==> config.mk <==
export PLATFORM = sky130hd
export DESIGN_NAME = fp16_mac_seq
export DESIGN_NICKNAME = d
export VERILOG_FILES = /design/src/rtl/fp16_mac_pkg.sv /design/src/rtl/fp16_mac_vpipe.sv /design/src/rtl/fp16_mac_seq.sv
export SDC_FILE = /design/constraint.sdc
export NUM_CORES = 1
export LEC_CHECK = 0
export CAP_MARGIN = 10
export CELL_PAD_IN_SITES_DETAIL_PLACEMENT = 1
export CELL_PAD_IN_SITES_GLOBAL_PLACEMENT = 1
export CORE_MARGIN = 3
export CORE_UTILIZATION = 44
export CTS_CLUSTER_SIZE = 30
export DETAILED_ROUTE_END_ITERATION = 10
export PLACE_DENSITY_LB_ADDON = 0.25
export SYNTH_ARGS = -nofsm -noshare
export SYNTH_HDL_FRONTEND = slang
export SYNTH_SLANG_ARGS = --single-unit
==> constraint.sdc <==
create_clock -name clk -period 6.1 [get_ports clk]
set_clock_uncertainty 0.1 [all_clocks]
set_input_delay 1.22 -clock clk [delete_from_list [all_inputs] [get_ports clk]]
set_output_delay 1.22 -clock clk [all_outputs]
set_load 0.01 [all_outputs]
==> src/rtl/fp16_mac_pkg.sv <==
// Shared types and defaults for the FP16 multiply-accumulate sequencer and datapath.
package fp16_mac_pkg;

    localparam int DEF_PIPE_DEPTH = 2;
    localparam int DEF_LEN_W      = 8;

    typedef enum logic [1:0] {
        ST_IDLE,
        ST_RUN,
        ST_DRAIN,
        ST_DONE
    } state_e;

endpackage

==> src/rtl/fp16_mac_vpipe.sv <==
// Valid-bit shift register mirroring the fixed multiply/normalize latency.
module fp16_mac_vpipe
    import fp16_mac_pkg::*;
#(
    parameter int DEPTH = DEF_PIPE_DEPTH
) (
    input  logic clk,
    input  logic rst,
    input  logic clr,
    input  logic din,
    output logic dout
);

    logic [DEPTH-1:0] pipe_q;
    logic [DEPTH-1:0] pipe_d;

    always_comb begin
        pipe_d = '0;
        if (!clr) begin
            pipe_d[0] = din;
            for (int i = 1; i < DEPTH; i++) begin
                pipe_d[i] = pipe_q[i-1];
            end
        end
    end

    always_ff @(posedge clk or posedge rst) begin
        if (rst) begin
            pipe_q <= '0;
        end else begin
            pipe_q <= pipe_d;
        end
    end

    assign dout = pipe_q[DEPTH-1];

endmodule

==> src/rtl/fp16_mac_seq.sv <==
// Control sequencer for the FP16 dot-product MAC: gates operand issue, tracks
// products through the fixed-latency pipe and drives the accumulator strobes.
module fp16_mac_seq
    import fp16_mac_pkg::*;
#(
    parameter int PIPE_DEPTH = DEF_PIPE_DEPTH,
    parameter int LEN_W      = DEF_LEN_W
) (
    input  logic             clk,
    input  logic             rst,
    input  logic             start,
    input  logic [LEN_W-1:0] len,
    input  logic             abort,
    input  logic             in_valid,
    output logic             in_ready,
    output logic             issue,
    output logic             acc_en,
    output logic             acc_first,
    output logic             result_valid,
    input  logic             result_ready,
    output logic             busy,
    output logic             err,
    output logic [LEN_W-1:0] acc_cnt
);

    state_e           state_q, state_d;
    logic [LEN_W-1:0] len_q, len_d;
    logic [LEN_W-1:0] issued_q, issued_d;
    logic [LEN_W-1:0] acc_cnt_q, acc_cnt_d;
    logic             err_q, err_d;
    logic             handshake;
    logic             last_issue;
    logic             last_retire;
    logic             pipe_out;

    assign in_ready     = (state_q == ST_RUN);
    assign handshake    = in_valid & in_ready;
    assign issue        = handshake;
    assign acc_en       = pipe_out;
    assign acc_first    = pipe_out & (acc_cnt_q == '0);
    assign result_valid = (state_q == ST_DONE);
    assign busy         = (state_q != ST_IDLE);
    assign err          = err_q;
    assign acc_cnt      = acc_cnt_q;

    // Comparing against len-1 keeps a full-scale job from needing a wider counter.
    assign last_issue  = handshake & (issued_q == len_q - LEN_W'(1));
    assign last_retire = acc_en & (acc_cnt_q == len_q - LEN_W'(1));

    fp16_mac_vpipe #(
        .DEPTH(PIPE_DEPTH)
    ) u_vpipe (
        .clk (clk),
        .rst (rst),
        .clr (abort),
        .din (handshake),
        .dout(pipe_out)
    );

    always_comb begin
        state_d   = state_q;
        len_d     = len_q;
        issued_d  = issued_q;
        acc_cnt_d = acc_cnt_q;
        err_d     = 1'b0;

        if (handshake) begin
            issued_d = issued_q + LEN_W'(1);
        end
        if (acc_en) begin
            acc_cnt_d = acc_cnt_q + LEN_W'(1);
        end

        case (state_q)
            ST_IDLE: begin
                if (start) begin
                    if (len == '0) begin
                        err_d = 1'b1;
                    end else begin
                        len_d     = len;
                        issued_d  = '0;
                        acc_cnt_d = '0;
                        state_d   = ST_RUN;
                    end
                end
            end
            ST_RUN: begin
                if (last_retire) begin
                    state_d = ST_DONE;
                end else if (last_issue) begin
                    state_d = ST_DRAIN;
                end
            end
            ST_DRAIN: begin
                if (last_retire) begin
                    state_d = ST_DONE;
                end
            end
            ST_DONE: begin
                if (result_ready) begin
                    state_d = ST_IDLE;
                end
            end
            default: state_d = ST_IDLE;
        endcase

        // Abort overrides any handshake or retirement in flight.
        if (abort && state_q != ST_IDLE) begin
            state_d   = ST_IDLE;
            issued_d  = '0;
            acc_cnt_d = '0;
        end
    end

    always_ff @(posedge clk or posedge rst) begin
        if (rst) begin
            state_q   <= ST_IDLE;
            len_q     <= '0;
            issued_q  <= '0;
            acc_cnt_q <= '0;
            err_q     <= 1'b0;
        end else begin
            state_q   <= state_d;
            len_q     <= len_d;
            issued_q  <= issued_d;
            acc_cnt_q <= acc_cnt_d;
            err_q     <= err_d;
        end
    end

endmodule

Yosys cells after proc, flatten, opt, wreduce, memory -nomap -nowiden

Cells that the tools add are included.

$add $sub $neg: 3
$mul: 0
Div/mod/pow operators: 0
Order comparisons: 0
Equality and inequality tests: 10
Shifts and indexed selects: 0
Multiplexer cells: 22
Bitwise gates (word level): 5
Reductions and logical operators: 7

Operators with widths:

| cell                  | count |
|---|---|
| $mux W8               | 10 |
| $add A8 B1 Y8 const B | 2 |
| $eq A8 B8 Y1          | 2 |
| $logic_not A8 Y1      | 2 |
| $mux W2               | 8 |
| $ne A3 B3 Y1 const B  | 3 |
| $pmux W2 S4           | 1 |
| $sub A8 B1 Y8 const B | 1 |
| $reduce_and A5 Y1     | 1 |
| $and A1 B1 Y1         | 4 |
| $eq A2 B2 Y1 const B  | 2 |
| $ne A4 B1 Y1 const B  | 1 |
| $mux W1               | 3 |
| $ne A3 B1 Y1 const B  | 1 |
| $reduce_and A3 Y1     | 1 |
| $eq A2 B1 Y1 const B  | 1 |
| $logic_not A2 Y1      | 1 |
| $reduce_bool A2 Y1    | 1 |
| $logic_and A1 B1 Y1   | 1 |
| $not A1 Y1            | 1 |

Register bits after elaboration: 29
Bits in latches: 0
RAM bits: 0
Memory bits (read-only): 0
Input bits: 14
Output and inout port bits: 15
Logic and storage cells: 53
Memories kept: 0

Depth between registers and ports, before layout

Depth after elaboration: 7
Depth in mapped cells: 11
Mapped depth without buffers: 10

Modules after synthesis

From an unflattened synthesis, not the netlist that was laid out.

Cells, all modules: 216
Area, all modules: 1983.2 um2

Modules (own cells, without submodules):

| module         | times used | cells an instance | area an instance (um2) | seq. area each (um2) |
|---|---|---|---|---|
| fp16_mac_seq   | 1          | 211               | 1916.8                 | 675.6 |
| fp16_mac_vpipe | 1          | 5                 | 66.3                   | 50.0 |

Worst setup path before layout

No wires, ideal clock.

Kind: input port to output port
Start point: input in_valid
End point: output issue
Arrival: 1460 ps
Required time: 4780 ps
Slack: 3320 ps
Stages on the path: 2
Path buffers: 0
Path through: nand2_1 inv_1

Word-level cells in the longest chain between the ends: 1

Ends and longest elaborated chain:

| element         | RTL line           | source |
|---|---|---|
| start, declared | fp16_mac_seq.sv:14 | `input logic in_valid,` |
| $and A1 B1 Y1   | fp16_mac_seq.sv:37 | `assign handshake = in_valid & in_ready;` |
| end, declared   | fp16_mac_seq.sv:16 | `output logic issue,` |

No other way between the ends.

Final worst setup path

Same ends and word-level chain as after synthesis.

==> impl_metrics.csv <==
group,metric,value,unit
status,status,"complete, no violations",
timing,fin_setup_tns,0,ns
critical_path,reg2reg_depth,10,
cts,clk_path_buf_depth,2,
critical_path,reg2reg_to,"state_q[1]$_DFFE_PP0P_",
global_routing,grt_use_total,0.2140,
layout,layout.nets,251,
timing,min_period,3.826,ns
synthesis,syn_area,1882,sq um
timing,final_hold_viol_count,0,
floorplanning,die_h,71.40,microns
critical_path,rrSetupSlack,3.16,ns
synthesis,synth-xor-area-share,0.1536,
cts,tritoncts,"built",
route,drtIter0Drc,91,
floorplanning,num_io_pins,29,
synthesis,synth_area_leader_cell,"dfrtp_1",
critical_path,crit_type,"primary input to primary output",
power_and_ir_drop,power.density,384.6,nW/um^2
timing,max_freq,0.2614,GHz
critical_path,endpoint_kind,"primary output",
timing,setup_viol,0,
cts,root_buffer,"clkbuf_8",
layout,syn2layout_area_growth,20.21,%
job,cap_violations,0,
layout,design_area,2262,sq um
synthesis,ys_async_sr_fraction,1.000,
critical_path,startpoint,"in_valid",
global_routing,grt_pass1_wl,8445,microns
synthesis,syn_nets,224,
timing,fin_crit_sh,0.6271,
critical_path,rr_startpoint,"len_q[0]$_DFFE_PP0P_",
floorplanning,die_area,5097,sq um
power_and_ir_drop,p_leak,0.0009572,uW
worst_hold_path,hold_depth,1,
synthesis,synth_top_family_by_area,"simple AND/OR/NAND/NOR gates",
layout,stdcell_count,279,
global_routing,grt_pass1_vias,1689,
floorplanning,die_x,71.40,microns
synthesis,synth.top_cell.area_share,0.3856,
synthesis,yosys.area_share.simple,0.1948,
layout,diodes,0,
critical_path,crit_required,4.78,ns
critical_path,cp_max_fo,5,
synthesis,synth_edf_count,0,
cts,numCtsBuffers,5,
route,antenna_left,0,
route,viasPerCell,5.559,
critical_path,cp.arrival,2.51,ns
place,dp_hpwl,3660,microns
cts,cts_resized,0,
cts,cts.clk_slew.worst_paths,0.06,ns
synthesis,syn_avg_cell_area,9.316,sq um
worst_hold_path,hold_end,"u_vpipe.pipe_q[1]$_DFF_PP0_",
global_routing,overflow,0,
timing,tightestPinTransition,0.9949,ns
synthesis,synthTopCellsByArea,"dfrtp_1 (39%), xor2_1 (8.4%), xnor2_1 (7.0%)",
route,drc_errors,0,
cts,clock_latency,0.28,ns
synthesis,ys_ff_latch,29,
synthesis,synth.distinct_cells,42,
synthesis,synthMuxAreaShare,0.04056,
floorplanning,initial_utilization,0.4638,
place,port_buffers,28,
route,wire_per_inst,17.89,microns
place,placed_area,2161,sq um
synthesis,netlist_instances,202,
floorplanning,core_area,4058,sq um
timing,maxSlewViolCount,0,
cts,postCtsSetupRepairBufs,0,
synthesis,synth_compound_area_frac,0.1164,
route,drt-total-wl,4992,microns
synthesis,yosysWarnings,0,
power_and_ir_drop,ir_drop,0.0001232,V
cts,cts_hold_buf,0,
cts,ctsHtreeMaxLevel,2,
critical_path,worstSetupStartpointType,"primary input",
synthesis,yosys.area_share.adder,0.05319,
timing,slew_headroom,0.3367,
worst_hold_path,hp-start,"u_vpipe.pipe_q[0]$_DFF_PP0_",
worst_hold_path,hold_class,"register to register",
synthesis,ys.flop_type,"dfrtp_1",
floorplanning,placementRows,23,
layout,drive_gt1_frac,0.07860,
place,dp.cells,271,
timing,rsz0062_at_grt,"false",
route,drt_pass1_iterations,4,
place,place_congestion,0.8671,
route,vias,1551,
global_routing,grt_max_degree,30,
global_routing,antenna_found_initial,0,
cts,clock-sinks,29,
synthesis,yosysSeqAreaShare,0.3856,
[registers in the layout, indices dropped and copies added, names as in the netlist]
| signal | cells |
|---|---|
| state_q | 2 |
| acc_cnt | 8 |
| u_vpipe.pipe_q | 2 |
| issued_q | 8 |
| err | 1 |
| len_q | 8 |
[cell usage in the layout, fill, tap and decap left out, types with 2 or more instances in the layout]
| cell type | synthesis | final |
|---|---|---|
| a21oi_1 | 7 | 7 |
| a31oi_1 | 2 | 2 |
| and3_1 | 2 | 2 |
| clkbuf_8 | 1 | 6 |
| clkdlybuf4s50_1 | 0 | 28 |
| dfrtp_1 | 29 | 29 |
| ha_1 | 8 | 8 |
| inv_1 | 11 | 11 |
| mux2_2 | 5 | 5 |
| mux2i_1 | 2 | 2 |
| nand2_1 | 23 | 23 |
| nand3_1 | 4 | 4 |
| nand4_1 | 5 | 5 |
| nor2_1 | 23 | 23 |
| nor2b_1 | 2 | 2 |
| nor3_1 | 4 | 4 |
| nor4_1 | 3 | 3 |
| o21ai_0 | 7 | 7 |
| o21bai_1 | 2 | 2 |
| o22ai_1 | 2 | 2 |
| o31ai_1 | 3 | 3 |
| xnor2_1 | 15 | 15 |
| xor2_1 | 18 | 18 |
[power by group]
part / internal (uW) / switching (uW) / leakage (uW)
Sequential: 230 / 85.5 / 0.000386
Combinational: 184 / 210 / 0.000527
Clock: 89.3 / 70.0 / 0.0000443
Total: 504 / 366 / 0.000957
[worst max-delay path, cell delays in order]
cell and delay (ns):
clkdlybuf4s50_1 0.45, nand2_1 0.10, inv_1 0.17, clkdlybuf4s50_1 0.56
[cell usage after synthesis, drive strengths merged, types with 2 or more instances]
cell     n
dfrtp   29
xnor2   15
o21bai   2
o21ai    7
nand2   23
nor2    23
inv     11
a21oi    7
o31ai    3
xor2    18
a21o     2
buf      4
mux2     5
ha       8
nand4    5
mux2i    2
a31oi    2
and3     3
clkbuf   5
nor4     4
o22ai    2
nor3     4
nand3    4
nor2b    2
[final cells by class]
cell class / count / area (sq um)
tap: 50 / 62.56
clock buffer: 7 / 86.33
inverter: 11 / 41.29
timing repair buffer: 29 / 295.3
fill: 471 / 1795
multi-input combinational: 153 / 1051
sequential: 29 / 725.7
[through the flow]
step / hold slack (ns) / setup slack, ns / utilization / power [uW]
4_1_cts: 0.3860 / 2.269 / 0.5538 / 871.0
3_5_place_dp: 0.3655 / 2.278 / 0.5325 / 704.8
6_report: 0.3909 / 2.274 / 0.5575 / 869.9
5_1_grt: 0.4245 / 2.201 / 0.5575 / 936.9
2_1_floorplan: 0.3385 / 3.320 / - / 601.9
3_3_place_gp: 0.3499 / 2.292 / 0.5325 / 677.0
[logic make-up (layout without fill, tap and decap cells)]
group	after synthesis	after routing
simple gates	74	74
xor+xnor	33	33
compound gates	31	31
flops	29	29
buf+inv	20	47
fa+ha+maj	8	8
mux	7	7
[metal layers]
metal  wire length (microns)  global-route usage  vias up
li1                        -                   -      737
met1                    2244              0.2765      767
met2                    2409              0.3510       33
met3                     194             0.03927       14
met4                     144             0.09186        0
met5                       0                   0        -
[worst max-delay path by stage]
stage	to	slack (ns)	cells past startpoint
after floorplan	issue	3.32	2
after global placement	issue	2.29	4
after detailed placement	issue	2.28	4
after CTS	issue	2.27	4
after global routing	issue	2.20	4
final	issue	2.27	4
Note: power is estimated with default switching activity, not from simulation.
